--- src/rtl/reg_scoreboard_if.sv ---
`default_nettype none
// ============================================================================
// Module   : reg_scoreboard_if
// Purpose  : Groups the ID-stage issue request, the MEM/WB retire report and
//            the returned stall for the register scoreboard.
// Ports    : (interface signals)
//   id_valid, id_rs1, id_rs2, id_use_rs1, id_use_rs2, id_rd, id_regwrite
//                           - instruction currently in ID
//   wb_retire, wb_rd, wb_regwrite
//                           - instruction leaving MEM/WB (killed ones too)
//   stall                   - hold IF/ID, bubble into ID/EX (combinational)
// Modports : master (pipeline side drives requests), slave (scoreboard)
// Revision : 1.0 - initial release
// ============================================================================
interface reg_scoreboard_if #(
  parameter int REG_AW = 5
) ();
  logic              id_valid;
  logic [REG_AW-1:0] id_rs1;
  logic [REG_AW-1:0] id_rs2;
  logic              id_use_rs1;
  logic              id_use_rs2;
  logic [REG_AW-1:0] id_rd;
  logic              id_regwrite;
  logic              wb_retire;
  logic [REG_AW-1:0] wb_rd;
  logic              wb_regwrite;
  logic              stall;

  modport master (
    output id_valid, id_rs1, id_rs2, id_use_rs1, id_use_rs2, id_rd, id_regwrite,
    output wb_retire, wb_rd, wb_regwrite,
    input  stall
  );

  modport slave (
    input  id_valid, id_rs1, id_rs2, id_use_rs1, id_use_rs2, id_rd, id_regwrite,
    input  wb_retire, wb_rd, wb_regwrite,
    output stall
  );
endinterface
`default_nettype wire

--- src/rtl/reg_scoreboard.sv ---
`default_nettype none
// ============================================================================
// Module   : reg_scoreboard
// Purpose  : Tracks in-flight register writes between decode and writeback
//            and stalls ID when a source operand can be supplied neither by
//            the register file nor by MEM/WB forwarding, or when the
//            destination's in-flight counter is saturated.
// Ports    :
//   clk           in   system clock, rising edge
//   rst_n         in   synchronous reset, active-low
//   sb            if   reg_scoreboard_if.slave (ID request, WB retire, stall)
//   pending_any   out  registered: any in-flight counter non-zero
//   sb_err        out  registered, sticky: retire seen on a zero counter
//   stall_cycles  out  registered stall-cycle count (only with STALL_COUNT_EN)
// Config   : define STALL_COUNT_EN to add the 32-bit stall-cycle counter.
// Revision : 1.0 - initial release
// ============================================================================
module reg_scoreboard #(
  parameter int REG_AW = 5,
  parameter int CNT_W  = 2
) (
  input  wire                      clk,
  input  wire                      rst_n,
  reg_scoreboard_if.slave          sb,
  output logic                     pending_any,
`ifdef STALL_COUNT_EN
  output logic [31:0]              stall_cycles,
`endif
  output logic                     sb_err
);

  localparam int              c_nreg    = 2 ** REG_AW;
  localparam logic [CNT_W-1:0] c_cnt_max = {CNT_W{1'b1}};
  localparam logic [CNT_W-1:0] c_cnt_one = CNT_W'(1);
  localparam logic [REG_AW-1:0] c_x0     = '0;

  // Flattened view of all counters; slot 0 (x0) is a hard zero.
  logic [c_nreg*CNT_W-1:0] cnt_flat;
  logic [c_nreg-1:1]       nz_vec;   // counter non-zero after this edge's update
  logic [c_nreg-1:1]       err_vec;  // retire hit a zero counter

  logic             wb_ok;
  logic             fire;
  logic             stall;
  logic [CNT_W-1:0] cnt_rs1;
  logic [CNT_W-1:0] cnt_rs2;
  logic [CNT_W-1:0] cnt_rd;
  logic             hit_rs1;
  logic             hit_rs2;
  logic             hit_rd;
  logic             haz_rs1;
  logic             haz_rs2;
  logic             haz_rd;

  logic pending_any_q;
  logic sb_err_q;

  assign cnt_flat[CNT_W-1:0] = '0;

  assign wb_ok   = sb.wb_retire & sb.wb_regwrite;

  assign cnt_rs1 = cnt_flat[int'(sb.id_rs1)*CNT_W +: CNT_W];
  assign cnt_rs2 = cnt_flat[int'(sb.id_rs2)*CNT_W +: CNT_W];
  assign cnt_rd  = cnt_flat[int'(sb.id_rd)*CNT_W +: CNT_W];

  assign hit_rs1 = wb_ok & (sb.wb_rd == sb.id_rs1) & (sb.id_rs1 != c_x0);
  assign hit_rs2 = wb_ok & (sb.wb_rd == sb.id_rs2) & (sb.id_rs2 != c_x0);
  assign hit_rd  = wb_ok & (sb.wb_rd == sb.id_rd)  & (sb.id_rd  != c_x0);

  // A single outstanding write that is retiring right now is forwarded from
  // MEM/WB, so it does not block the reader.
  assign haz_rs1 = sb.id_use_rs1 & (sb.id_rs1 != c_x0) & (cnt_rs1 != '0)
                 & ~(hit_rs1 & (cnt_rs1 == c_cnt_one));
  assign haz_rs2 = sb.id_use_rs2 & (sb.id_rs2 != c_x0) & (cnt_rs2 != '0)
                 & ~(hit_rs2 & (cnt_rs2 == c_cnt_one));
  // A saturated counter may still accept an issue if one write retires in
  // the same cycle (net change zero), so overflow is impossible.
  assign haz_rd  = sb.id_regwrite & (sb.id_rd != c_x0) & (cnt_rd == c_cnt_max)
                 & ~hit_rd;

  assign stall    = sb.id_valid & (haz_rs1 | haz_rs2 | haz_rd);
  assign sb.stall = stall;
  assign fire     = sb.id_valid & ~stall & sb.id_regwrite & (sb.id_rd != c_x0);

  for (genvar r = 1; r < c_nreg; r++) begin : g_cnt
    localparam logic [REG_AW-1:0] c_idx = REG_AW'(r);

    logic [CNT_W-1:0] cnt_q;
    logic [CNT_W-1:0] cnt_d;
    logic             hit;
    logic             inc;

    assign hit = wb_ok & (sb.wb_rd == c_idx);
    assign inc = fire & (sb.id_rd == c_idx);

    // Issue and retire together cancel; a retire on zero saturates at zero.
    assign cnt_d = (inc & ~hit)                    ? cnt_q + c_cnt_one :
                   (hit & ~inc & (cnt_q != '0))   ? cnt_q - c_cnt_one :
                                                    cnt_q;

    assign err_vec[r] = hit & ~inc & (cnt_q == '0);
    assign nz_vec[r]  = |cnt_d;
    assign cnt_flat[r*CNT_W +: CNT_W] = cnt_q;

    always_ff @(posedge clk) begin
      if (!rst_n) begin
        cnt_q <= '0;
      end else begin
        cnt_q <= cnt_d;
      end
    end
  end

  always_ff @(posedge clk) begin
    if (!rst_n) begin
      pending_any_q <= 1'b0;
      sb_err_q      <= 1'b0;
    end else begin
      pending_any_q <= |nz_vec;
      sb_err_q      <= sb_err_q | (|err_vec);
    end
  end

  assign pending_any = pending_any_q;
  assign sb_err      = sb_err_q;

`ifdef STALL_COUNT_EN
  logic [31:0] stall_cycles_q;

  // Free-running; wraps naturally from all-ones to zero.
  always_ff @(posedge clk) begin
    if (!rst_n) begin
      stall_cycles_q <= '0;
    end else if (stall) begin
      stall_cycles_q <= stall_cycles_q + 32'd1;
    end
  end

  assign stall_cycles = stall_cycles_q;
`endif

endmodule
`default_nettype wire

--- src/flat_wrapper.sv ---
// flat-port wrapper written by rule: the top's interface ports become plain ports
module reg_scoreboard_flat 
#(
  parameter int REG_AW = 5,
  parameter int CNT_W  = 2
)
  (clk, rst_n, pending_any, sb_err, sb_id_valid, sb_id_rs1, sb_id_rs2, sb_id_use_rs1, sb_id_use_rs2, sb_id_rd, sb_id_regwrite, sb_wb_retire, sb_wb_rd, sb_wb_regwrite, sb_stall);
  reg_scoreboard_if #(.REG_AW(REG_AW)) sb_i ();
  input  wire clk;
  input  wire rst_n;
  output logic pending_any;
  output logic sb_err;
  input wire logic [$bits(sb_i.id_valid)-1:0] sb_id_valid;
  input wire logic [$bits(sb_i.id_rs1)-1:0] sb_id_rs1;
  input wire logic [$bits(sb_i.id_rs2)-1:0] sb_id_rs2;
  input wire logic [$bits(sb_i.id_use_rs1)-1:0] sb_id_use_rs1;
  input wire logic [$bits(sb_i.id_use_rs2)-1:0] sb_id_use_rs2;
  input wire logic [$bits(sb_i.id_rd)-1:0] sb_id_rd;
  input wire logic [$bits(sb_i.id_regwrite)-1:0] sb_id_regwrite;
  input wire logic [$bits(sb_i.wb_retire)-1:0] sb_wb_retire;
  input wire logic [$bits(sb_i.wb_rd)-1:0] sb_wb_rd;
  input wire logic [$bits(sb_i.wb_regwrite)-1:0] sb_wb_regwrite;
  output wire logic [$bits(sb_i.stall)-1:0] sb_stall;
  assign sb_i.id_valid = sb_id_valid;
  assign sb_i.id_rs1 = sb_id_rs1;
  assign sb_i.id_rs2 = sb_id_rs2;
  assign sb_i.id_use_rs1 = sb_id_use_rs1;
  assign sb_i.id_use_rs2 = sb_id_use_rs2;
  assign sb_i.id_rd = sb_id_rd;
  assign sb_i.id_regwrite = sb_id_regwrite;
  assign sb_i.wb_retire = sb_wb_retire;
  assign sb_i.wb_rd = sb_wb_rd;
  assign sb_i.wb_regwrite = sb_wb_regwrite;
  assign sb_stall = sb_i.stall;
  reg_scoreboard #(.REG_AW(REG_AW), .CNT_W(CNT_W)) u_core (.clk(clk), .rst_n(rst_n), .sb(sb_i), .pending_any(pending_any), .sb_err(sb_err));
endmodule
--- config.mk ---
export PLATFORM = sky130hd
export DESIGN_NAME = reg_scoreboard_flat
export DESIGN_NICKNAME = d
export VERILOG_FILES = /design/src/rtl/reg_scoreboard_if.sv /design/src/rtl/reg_scoreboard.sv /design/src/flat_wrapper.sv
export SDC_FILE = /design/constraint.sdc
export NUM_CORES = 1
export LEC_CHECK = 0
export BUFFER_PORTS_ARGS = -buffer_cell sky130_fd_sc_hd__clkbuf_2
export CAP_MARGIN = 25
export CORE_MARGIN = 1.5
export CORE_UTILIZATION = 39
export CTS_BUF_LIST = sky130_fd_sc_hd__clkbuf_8
export DETAILED_ROUTE_END_ITERATION = 16
export PLACE_DENSITY = 0.61
export SETUP_SLACK_MARGIN = 0.2
export SKIP_CTS_REPAIR_TIMING = 1
export SLEW_MARGIN = 10
export SYNTH_ARGS = -nofsm -noshare
export SYNTH_HDL_FRONTEND = slang
export SYNTH_SLANG_ARGS = --single-unit
--- constraint.sdc ---
create_clock -name clk -period 3.75 [get_ports clk]
set_input_delay 0.1875 -clock clk [delete_from_list [all_inputs] [get_ports clk]]
set_output_delay 0.1875 -clock clk [all_outputs]
set_load 0.01 [all_outputs]
==> metrics.md, run 1 <==
| Metric | Value |
|---|---|
| Post-synthesis xor/xnor area fraction | between 4 and 5% |
| Post-synth top flop | dfxtp_1 |
| Fin nets | about 1400 |
| Wire per inst | 24.76 um |
| Commonest non-fill, non-tap cell in the layout | buf_4 |
| Filler cell count | ~1900 |
| DR iter-0 viols | 1225 |
| Synth warn | 0 |
| Sink Count | 64 |
| Worst path max stage delay | 0.54 ns |
| Initial Utilization | between 40% and 50% |
| Chip height | between 100 and 150 um |
| Num rows | 50 |
| Vias in the first global route | about 9000 |
| DP Area | just over 10000 um2 |
| Fin crit share | 110.0% |
| DR vias/cell | ~6.1 |
| Worst skew pair latency | approximately 0.40 ns |
| Crit end category | flop |
| Worst hold-check path type | primary input to flop |
| Final WS setup | -0.3745 ns |
| Total grt overflow | 0 |
| Max Transition Viols Final | 0 |
| Top-Level Pins | 31 |
| Worst-margin pin slew | approximately 0.84 ns |
| Worst Path Required | around 4 ns |
| Max Cap Viol | 0 |
| Ordered list of cells on the worst path | mux2_4 > a32o_1 > or4_4 > a211oi_2 > buf_4 > o311ai_4 > buf_12 > buf_4 > or4_4 > o22a_1 > a211oi_2 > and4_1 > nand4_1 > o41a_1 |
| GRT Total Usage | a little under two fifths |
| Sw frac | between 30 and 40% |
| Post-Synth Simple-Gate Area | 30.91% |
| Final Hold Slack | ~0.55 ns |
| Post-Synth Adder-Cell Area | approximately 5.2% |
| First-pass GRT wire length | approximately 56 mm |
| Worst vdd ir | between 0.1 and 0.15 mV |
| CTS root buf | clkbuf_8 |
| Mux contribution to synthesized area | between 10% and 20% |
| Largest net degree at the start of global routing | 37 |
| Register area share after synthesis | between 10% and 20% |
| Synthesized area per cell | roughly 7.5 um2 |
| Area of the die | 20380 um2 |
| DR DRC count | 0 |
| Comb pwr share | 30.3% |
| Setup CP Type | flop to flop |
| Final Power | about 1.9 mW |
| Routed vias | roughly 9500 |
| CP top delay family | compound AO/OA/AOI/OAI gates |
| Largest family of logic cells by synthesized area | simple AND/OR/NAND/NOR gates |
| Power Density | between 150 and 200 nW/um2 |
| Final wirelength | ~39 mm |
| Routed Antenna Nets | 0 |
| Power share of the sequential group | between 30 and 40% |
| Post-Syn Area | ~7600 um2 |
| DR pass1 iterations | 7 |
| Max clock buf depth | 2 |
| Synth Net Count | approximately 1100 |
| Post-synthesis compound-gate area fraction | around a quarter |
| Switch Pwr | roughly 710 uW |
| Fraction of layout cells with a size suffix above 1 | 34.36% |
| Cells after Synth | a little over 1000 |
| Violated checks | negative setup slack |
| Final setup viols | 2 |
| Most frequent cells in the layout | buf_4 (285), nor2_1 (129), inv_1 (82) |
| Startpoint Class | flop |
| CTS tree | built |
| Hold Vio Cnt, Final | 0 |
| Post-synth cell types | between 90 and 100 |
| Leakage | 4.200 nW |
| Critical path's slowest cell | or4_4 |
| Fin crit period | 4.124 ns |
| Outcome | finished with violations |
| Final core occ | roughly 56% |
| Die width | 142.8 um |
| RSZ-0062 raised after global routing | true |
| Placed wire-length estimate | around 32 mm |
| Area growth syn-to-layout | 38.86% |
| Routability congestion estimate | ~1.1 |
| Data arrival, critical path | between 4 and 5 ns |
| Total CTS buffers | 9 |
| Crit path buffers/inverters | 3 |
| Design Area, Final | 10580 um2 |
| Ys async rst share | 0% |
| H-tree depth reported by CTS | 3 |
| Core Box Area | ~19000 um2 |
| Max Freq | approximately 240 MHz |
| Clock group share of total power | around 34% |
| Slew Limit Headroom | 44.01% |
| Post-synth EDFFs | 0 |
| Clk pin slew, worst setup/hold paths | ~0.090 ns |
| PortBufs | 30 |
| Worst clock skew | 0.01929 ns |
| FF+latch count, synth | 64 |
| Initial antenna violation count | 2 |
| Internal power | between 1 and 1.5 mW |
| CP max FO | 5 |
-- sequential cells by signal (all words and copies together) (netlist names) --
register / cells
u_core.g_cnt.cnt_q: 62
u_core.pending_any: 1
u_core.sb_err: 1
-- cell families after synthesis --
logic type,Yosys count
AND/OR/NAND/NOR,451
AO/OA/AOI/OAI,225
buffers and inverters,141
flip-flops,64
multiplexers,60
XOR/XNOR,42
adder cells (fa/ha/maj),32
-- cell usage after synthesis, types with 6 or more instances --
cell | count | area share (%)
mux4_2 | 17 | 5.0
a31o_2 | 9 | 1.0
a21oi_1 | 18 | 1.2
buf_2 | 17 | 1.1
a211oi_1 | 7 | 0.69
o2111ai_1 | 10 | 1.1
or3_1 | 7 | 0.57
nand2b_1 | 15 | 1.2
a311oi_1 | 9 | 1.0
a22oi_1 | 7 | 0.69
dfxtp_1 | 64 | 17
o22ai_1 | 6 | 0.49
a31oi_1 | 24 | 2.0
o21a_1 | 9 | 0.89
and2_1 | 41 | 3.4
nor3_1 | 35 | 2.3
buf_4 | 7 | 0.69
or4_1 | 8 | 0.79
ha_1 | 31 | 5.1
a221oi_1 | 9 | 1.0
nor2_1 | 129 | 6.4
mux2_2 | 15 | 2.2
nand2_1 | 78 | 3.8
inv_1 | 81 | 4.0
nand4_1 | 26 | 2.1
nand3_1 | 35 | 2.3
o41ai_1 | 7 | 0.80
clkbuf_1 | 30 | 1.5
xnor2_1 | 37 | 4.3
nor2b_1 | 13 | 1.1
o31ai_1 | 16 | 1.6
mux2i_1 | 27 | 3.5
nor4_1 | 15 | 1.2
o21ai_0 | 19 | 1.2
and3_1 | 8 | 0.66
o211ai_1 | 6 | 0.59
-- path summary, 6_finish.rpt --
kind,to,cells past startpoint,slack [ns],start
setup reg to reg,u_core.pending_any,14,-0.37,u_core.g_cnt[6].cnt_q[0]
hold reg to reg,u_core.g_cnt[23].cnt_q[1],2,0.65,u_core.g_cnt[23].cnt_q[1]
hold / removal,u_core.g_cnt[15].cnt_q[1],5,0.55,sb_wb_rd[3]
setup / recovery,u_core.pending_any,14,-0.37,u_core.g_cnt[6].cnt_q[0]
-- per-layer routing --
metal / GRT usage [%] / wire [um] / part of all wire [%]
met5: 0 / 0 / 0
met4: 18.18 / 1825 / 4.7
met3: 9.155 / 4444 / 12
met2: 56.82 / 16200 / 42
met1: 51.29 / 16130 / 42
-- worst reg2reg max path: cells and delay by family (launching register included) --
kind	cells	cell delay, ns
AO/OA/AOI/OAI	6	1.54
flip-flops	1	0.34
buffers and inverters	3	0.53
multiplexers	1	0.26
AND/OR/NAND/NOR	4	1.36
-- per-stage QoR --
step           TNS, ns  setup slack [ns]  std cells
2_1_floorplan        0            0.2052       1015
3_3_place_gp   -0.8577           -0.5062       1534
3_5_place_dp   -0.8029           -0.4992       1534
4_1_cts        -0.6732           -0.4313       1550
5_1_grt        -0.5580           -0.4248       1558
6_report       -0.5286           -0.3745       1559
-- power groups by stage --
| stage | Clock (mW) | Combinational (mW) | Sequential [mW] |
|---|---|---|---|
| floorplan | 0 | 0.278 | 0.706 |
| global placement | 0 | 0.554 | 0.708 |
| detailed placement | 0 | 0.554 | 0.708 |
| CTS | 0.666 | 0.555 | 0.692 |
| global route | 0.685 | 0.615 | 0.693 |
| finish | 0.665 | 0.592 | 0.693 |
-- final cells by class --
| class | count | area, um2 | area share (%) |
|---|---|---|---|
| diodes | 1 | 2.502 | 0.02365 |
| clock buffers | 9 | 123.9 | 1.171 |
| clock inverters | 7 | 73.82 | 0.6978 |
| inverters | 81 | 304.0 | 2.874 |
| multi-input cells | 810 | 5958 | 56.32 |
| flip-flops and latches | 64 | 1292 | 12.22 |
| well taps | 260 | 325.3 | 3.075 |
| repair buffers | 327 | 2499 | 23.62 |
No activity file was read; power rests on OpenSTA's default activity.
==> run 2: changes to the inputs <==
--- a/config.mk
+++ b/config.mk
@@ -7,11 +7,14 @@
 export LEC_CHECK = 0
 export BUFFER_PORTS_ARGS = -buffer_cell sky130_fd_sc_hd__clkbuf_2
 export CAP_MARGIN = 25
+export CELL_PAD_IN_SITES_DETAIL_PLACEMENT = 0
+export CELL_PAD_IN_SITES_GLOBAL_PLACEMENT = 1
 export CORE_MARGIN = 1.5
 export CORE_UTILIZATION = 39
 export CTS_BUF_LIST = sky130_fd_sc_hd__clkbuf_8
 export DETAILED_ROUTE_END_ITERATION = 16
-export PLACE_DENSITY = 0.61
+export HOLD_SLACK_MARGIN = 0.12
+export PLACE_DENSITY = 0.76
 export SETUP_SLACK_MARGIN = 0.2
 export SKIP_CTS_REPAIR_TIMING = 1
 export SLEW_MARGIN = 10
==> metrics.md, run 2 (synthesized netlist as in run 1, its figures left out) <==
| Metric | Value |
|---|---|
| Place WS | -0.5388 ns (-0.03956 ns) |
| Final wirelength | 38.22 mm (-0.98%) |
| Outcome | finished with violations |
| Max Freq | 239.6 MHz (-1.2%) |
| Area growth syn-to-layout | 41.21% |
| Max clock buf depth | 2 (unchanged) |
| DR pass1 iterations | 6 (-1) |
| Power Density | 178.5 nW/um2 (-3.1%) |
| Core Box Area | 18960 um2 (unchanged) |
| Fin crit share | 111.3% (+1.3 points) |
| Startpoint Class | flop |
| Worst flop-to-flop path endpoint | u_core.pending_any |
| Most frequent cells in the layout | buf_4 (280), nor2_1 (128), inv_1 (81) |
| Die width | 142.8 um (unchanged) |
| Worst hold-check path type | primary input to flop |
| Total grt overflow | 0 (unchanged) |
| Switch Pwr | 691.6 uW (-2.9%) |
| Total CTS buffers | 9 (unchanged) |
| Fin nets | 1356 (+0.30%) |
| Routability congestion estimate | 1.084 (+2.7%) |
| Vias in the first global route | 8741 (-2.6%) |
| Violated checks | negative setup slack |
| Initial antenna violation count | 1 (-1) |
| HP Start | rst_n |
| Leakage | 4.273 nW (+1.8%) |
| Hold depth | 3 (-2) |
| Num rows | 50 (unchanged) |
| DP Area | 10190 um2 (+0.57%) |
| Worst Reg-to-Reg Cells | 14 (unchanged) |
| Fin crit period | 4.174 ns (+0.04943 ns) |
| DR iter-0 viols | 1189 (-2.9%) |
| Reg2Reg Setup Slack | -0.42 ns (-0.05 ns) |
| First-pass GRT wire length | 55.26 mm (-0.69%) |
| Reg2reg start | u_core.g_cnt[3].cnt_q[0] |
| Worst-margin pin slew | 0.6927 ns (-0.1472 ns) |
| Comb pwr share | 30.9% (+0.6 points) |
| Clk pin slew, worst setup/hold paths | 0.09 ns (about the same) |
| Routed vias | 9523 (+0.053%) |
| Initial Utilization | 40.19% (unchanged) |
| Finished Layout Cells | 1561 (+0.13%) |
| Largest net degree at the start of global routing | 36 (-2.7%) |
| Final Power | 1.921 mW (-1.5%) |
| Worst skew pair latency | 0.38 ns (-0.02 ns) |
| Final setup viols | 2 (unchanged) |
| Data arrival, critical path | 4.43 ns (+0.02 ns) |
| Antenna cell count | 0 (-1) |
| Clock group share of total power | 33.0% (-1.1 points) |
| Fraction of layout cells with a size suffix above 1 | 35.51% (+1.2 points) |
| Worst hold path endpoint | u_core.g_cnt[7].cnt_q[1] |
| DR DRC count | 0 (unchanged) |
| Max Cap Viol | 0 (unchanged) |
| Largest Register | u_core.g_cnt.cnt_q |
| Slew Limit Headroom | 53.43% (+9.4 points) |
| Sink Count | 64 (unchanged) |
| GRT Total Usage | 37.53% (-0.50 points) |
| CP max FO | 6 (+1) |
| Power share of the sequential group | 36.1% (+0.5 points) |
| Max reg flops | 62 (unchanged) |
| Internal power | 1.229 mW (-0.68%) |
| Hold Vio Cnt, Final | 0 (unchanged) |
| Worst clock skew | 0.01902 ns (-0.0002663 ns) |
| PortBufs | 30 (unchanged) |
| Worst Path Required | 4.01 ns (-0.02 ns) |
| Inst Count DP | 1535 (+0.065%) |
| Area of the die | 20380 um2 (unchanged) |
| Worst vdd ir | 0.1763 mV (+21%) |
| Final WS setup | -0.4239 ns (-0.04943 ns) |
| Placed wire-length estimate | 31.31 mm (-1.6%) |
| Chip height | 142.8 um (unchanged) |
| Routed Antenna Nets | 0 (unchanged) |
| Wire per inst | 24.49 um (-1.1%) |
| CTS tree | built |
| Max Transition Viols Final | 0 (unchanged) |
| CTS root buf | clkbuf_8 |
| RSZ-0062 raised after global routing | true |
| Sw frac | 36.00% (-0.51 points) |
| H-tree depth reported by CTS | 3 (unchanged) |
| Commonest non-fill, non-tap cell in the layout | buf_4 |
| Setup CP Type | flop to flop |
| Filler cell count | 1865 (+0.11%) |
| Top-Level Pins | 31 (unchanged) |
| Design Area, Final | 10760 um2 (+1.7%) |
| DR vias/cell | 6.101 (about the same) |
| Crit end category | flop |
-- run 2: cell types whose count changed in the layout (fill, tap and decap cells not counted), sizes merged --
cell      previous run  this run
clkinvlp             3         1
buf                297       300
clkbuf              39        40
clkinv               2         4
inv                 82        81
diode                1         0
-- run 2: cell type report --
type / count / area, um2 / share of cell area (%)
well taps: 260 / 325.3 / 3.024
clock buffers: 9 / 123.9 / 1.151
flip-flops and latches: 64 / 1295 / 12.04
inverters: 81 / 304.0 / 2.826
clock inverters: 6 / 61.31 / 0.5699
multi-input cells: 810 / 6035 / 56.09
repair buffers: 331 / 2614 / 24.30
-- run 2: per-layer routing --
layer	routed length [um]	track usage (%)	up-vias
met5	13	0	-
met4	1848	15.74	2
met3	3730	6.975	123
met2	16110	57.33	520
met1	16520	51.66	4532
li1	-	-	4346
-- run 2: power groups by stage --
| stage | Clock [mW] | Sequential, mW | Combinational [mW] |
|---|---|---|---|
| after CTS | 0.639 | 0.694 | 0.546 |
| final | 0.634 | 0.693 | 0.593 |
| after global placement | 0 | 0.710 | 0.541 |
| after global routing | 0.670 | 0.693 | 0.616 |
| after detailed placement | 0 | 0.709 | 0.544 |
| after floorplan | 0 | 0.706 | 0.278 |
-- run 2: through the flow --
stage	TNS [ns]	utilization, %	hold WS (ns)
final	-0.5367	56.75	0.3570
after global placement	-0.7393	53.76	0.5917
after CTS	-0.8058	54.73	0.3608
after global routing	-0.7947	56.75	0.4002
after floorplan	0	-	0.3092
after detailed placement	-0.7673	53.76	0.6074
-- run 2: how the worst max path moves through the flow --
| stage | slack, ns | depth (start not counted) | from | to |
|---|---|---|---|---|
| 2_1_floorplan | 0.21 | 12 | sb_id_rs1[0] | u_core.pending_any |
| 5_1_grt | -0.58 | 15 | u_core.g_cnt[7].cnt_q[0] | u_core.pending_any |
| 6_report | -0.42 | 14 | u_core.g_cnt[3].cnt_q[0] | u_core.pending_any |
| 4_1_cts | -0.55 | 16 | u_core.g_cnt[13].cnt_q[0] | u_core.pending_any |
| 3_5_place_dp | -0.54 | 15 | sb_id_rd[0] | u_core.pending_any |
| 3_3_place_gp | -0.54 | 16 | sb_id_rd[1] | u_core.pending_any |
-- run 2: critical path, stage by stage, from the launching register on --
cell and delay [ns]:
dfxtp_1 0.33, mux2_4 0.26, a32o_1 0.26, or4_4 0.54, a211oi_2 0.24, buf_4 0.17, o311ai_4 0.10, buf_12 0.17
buf_12 0.13, buf_4 0.15, or3_1 0.48, a31o_2 0.28, nor3b_1 0.41, nand4b_1 0.15, o41a_1 0.39
==> run 3: changes to the inputs <==
--- a/config.mk
+++ b/config.mk
@@ -9,7 +9,7 @@
 export CAP_MARGIN = 25
 export CELL_PAD_IN_SITES_DETAIL_PLACEMENT = 0
 export CELL_PAD_IN_SITES_GLOBAL_PLACEMENT = 1
-export CORE_MARGIN = 1.5
+export CORE_MARGIN = 2
 export CORE_UTILIZATION = 39
 export CTS_BUF_LIST = sky130_fd_sc_hd__clkbuf_8
 export DETAILED_ROUTE_END_ITERATION = 16
==> metrics.md, run 3 (synthesized netlist as in run 1, its figures left out) <==
| Metric | Value |
|---|---|
| Outcome | finished with violations |
| Violated checks | negative setup slack |
| Sw frac | 36.89% (+0.88 points) |
| Leakage | 4.221 nW (-1.2%) |
| Final setup viols | 2 (unchanged) |
| Area growth syn-to-layout | 39.92% |
| Routed vias | 9612 (+0.93%) |
| Num rows | 51 (+2.0%) |
| Initial Utilization | 39.40% (-0.79 points) |
| Worst-margin pin slew | 0.8593 ns (+0.1666 ns) |
| Routed Antenna Nets | 0 (unchanged) |
| FF+latch area | 1292 um2 (-0.19%) |
| Routability congestion estimate | 1.118 (+3.1%) |
| Crit end category | flop |
| Slew Limit Headroom | 42.71% (-11 points) |
| PortBufs | 30 (unchanged) |
| Wire per inst | 24.23 um (-1.0%) |
| Max clock buf depth | 2 (unchanged) |
| Setup CP Type | flop to flop |
| Commonest non-fill, non-tap cell in the layout | buf_4 |
| Sink Count | 64 (unchanged) |
| Worst vdd ir | 0.1596 mV (-9.5%) |
| H-tree depth reported by CTS | 3 (unchanged) |
| Final Hold Slack | 0.6117 ns (+0.2547 ns) |
| First-pass GRT wire length | 54.66 mm (-1.1%) |
| Max Freq | 245.9 MHz (+2.6%) |
| Die width | 143.8 um (+0.70%) |
| Max Transition Viols Final | 0 (unchanged) |
| DR iter-0 viols | 1178 (-0.93%) |
| Area of the die | 20670 um2 (+1.4%) |
| Worst Path Required | 4.03 ns (+0.02 ns) |
| CTS root buf | clkbuf_8 |
| CP Capture Point | u_core.pending_any |
| Fraction of layout cells with a size suffix above 1 | 35.24% (-0.27 points) |
| DR vias/cell | 6.162 (+1.0%) |
| Startpoint Class | flop |
| Worst Reg-to-Reg Cells | 15 (+1) |
| Worst clock skew | 0.01851 ns (-0.0005106 ns) |
| Clock group share of total power | 29.9% (-3.1 points) |
| CP max FO | 16 (+10) |
| Worst skew pair latency | 0.39 ns (about the same) |
| Clk pin slew, worst setup/hold paths | 0.09 ns (about the same) |
| GRT Total Usage | 36.39% (-1.1 points) |
| Final core occ | 55.13% (-1.6 points) |
| Most frequent cells in the layout | buf_4 (280), nor2_1 (126), inv_1 (82) |
| Power Density | 174.0 nW/um2 (-2.5%) |
| Reg2Reg Setup Slack | -0.32 ns (+0.11 ns) |
| Fin nets | 1348 (-0.59%) |
| Hold Vio Cnt, Final | 0 (unchanged) |
| Largest Register | u_core.g_cnt.cnt_q |
| Largest net degree at the start of global routing | 37 (+2.8%) |
| Power share of the sequential group | 37.3% (+1.2 points) |
| Fin crit share | 108.5% (-2.8 points) |
| Switch Pwr | 684.4 uW (-1.0%) |
| DR DRC count | 0 (unchanged) |
| Final wirelength | 37.80 mm (-1.1%) |
| Worst hold-check path type | primary input to flop |
| Total CTS buffers | 9 (unchanged) |
| Data arrival, critical path | 4.35 ns (-0.08 ns) |
| Max reg flops | 62 (unchanged) |
| Top-Level Pins | 31 (unchanged) |
| RSZ-0062 raised after global routing | true |
| Total grt overflow | 0 (unchanged) |
| Chip height | 143.8 um (+0.70%) |
| DR pass1 iterations | 5 (-1) |
| CTS tree | built |
| Core Box Area | 19330 um2 (+2.0%) |
| Filler cell count | 1881 (+0.86%) |
| Max Cap Viol | 0 (unchanged) |
| Vias in the first global route | 8948 (+2.4%) |
| Comb pwr share | 32.8% (+1.9 points) |
| Initial antenna violation count | 1 (unchanged) |
| Fin crit period | 4.067 ns (-0.1067 ns) |
| Setup crit start | u_core.g_cnt[2].cnt_q[0] |
| Placed wire-length estimate | 30.98 mm (-1.0%) |
| Reg2reg start | u_core.g_cnt[2].cnt_q[0] |
| Final WS setup | -0.3172 ns (+0.1067 ns) |
| Worst flop-to-flop path endpoint | u_core.pending_any |
| Multi-input gate area | 6106 um2 (+1.2%) |
| Internal power | 1.171 mW (-4.7%) |
## run 3: routing by layer
layer | vias to the layer above | track usage (%) | part of all wire, %
met5 | - | 0 | 0
met4 | 0 | 20.28 | 5.6
met3 | 117 | 7.997 | 12
met2 | 601 | 54.14 | 42
met1 | 4557 | 48.63 | 40
li1 | 4337 | - | -
## run 3: how the worst min path moves through the flow
| stage | start | to | slack (ns) | cells after the start |
|---|---|---|---|---|
| floorplan | rst_n | u_core.g_cnt[6].cnt_q[0] | 0.31 | 1 |
| global placement | u_core.sb_err | sb_err | 0.62 | 1 |
| detailed placement | u_core.sb_err | sb_err | 0.62 | 1 |
| CTS | sb_wb_rd[2] | u_core.g_cnt[15].cnt_q[1] | 0.57 | 5 |
| global route | rst_n | u_core.g_cnt[16].cnt_q[1] | 0.64 | 2 |
| finish | sb_wb_rd[2] | u_core.g_cnt[15].cnt_q[1] | 0.61 | 5 |
## run 3: final cells by class
| type | instances | area share (%) |
|---|---|---|
| sequential | 64 | 12.12 |
| clock inverter | 7 | 0.3756 |
| multi-input combinational | 810 | 57.28 |
| tap | 265 | 3.110 |
| timing repair buffer | 323 | 23.08 |
| antenna | 1 | 0.02347 |
| inverter | 81 | 2.852 |
| clock buffer | 9 | 1.162 |
## run 3: power groups by stage
stage | Combinational [mW] | Clock, mW | Sequential [mW]
floorplan | 0.278 | 0 | 0.706
finish | 0.608 | 0.555 | 0.693
CTS | 0.563 | 0.558 | 0.693
global placement | 0.561 | 0 | 0.709
global route | 0.630 | 0.586 | 0.693
detailed placement | 0.561 | 0 | 0.709
## run 3: critical path, stage by stage, from the launching register on
cell and delay (ns):
dfxtp_2 0.33, mux2_4 0.26, a32o_1 0.22, or4_4 0.55, a211oi_4 0.28, buf_4 0.16, o311ai_4 0.11, buf_4 0.18
buf_12 0.15, nor3_4 0.25, mux2i_2 0.27, xnor2_1 0.19, nor4_2 0.21, buf_4 0.18, nand4_1 0.17, o41a_1 0.45
## run 3: stage by stage
step                cell area (um2)  cells  power [mW]  worst slack [ns]  TNS [ns]
floorplan                      7690   1015      0.9842            0.2052         0
global placement              10040   1528       1.270           -0.4822   -0.7190
detailed placement            10040   1528       1.270           -0.4719   -0.7202
CTS                           10210   1544       1.814           -0.3888   -0.5510
global route                  10660   1559       1.909           -0.4738   -0.6529
finish                        10660   1560       1.855           -0.3172   -0.4163
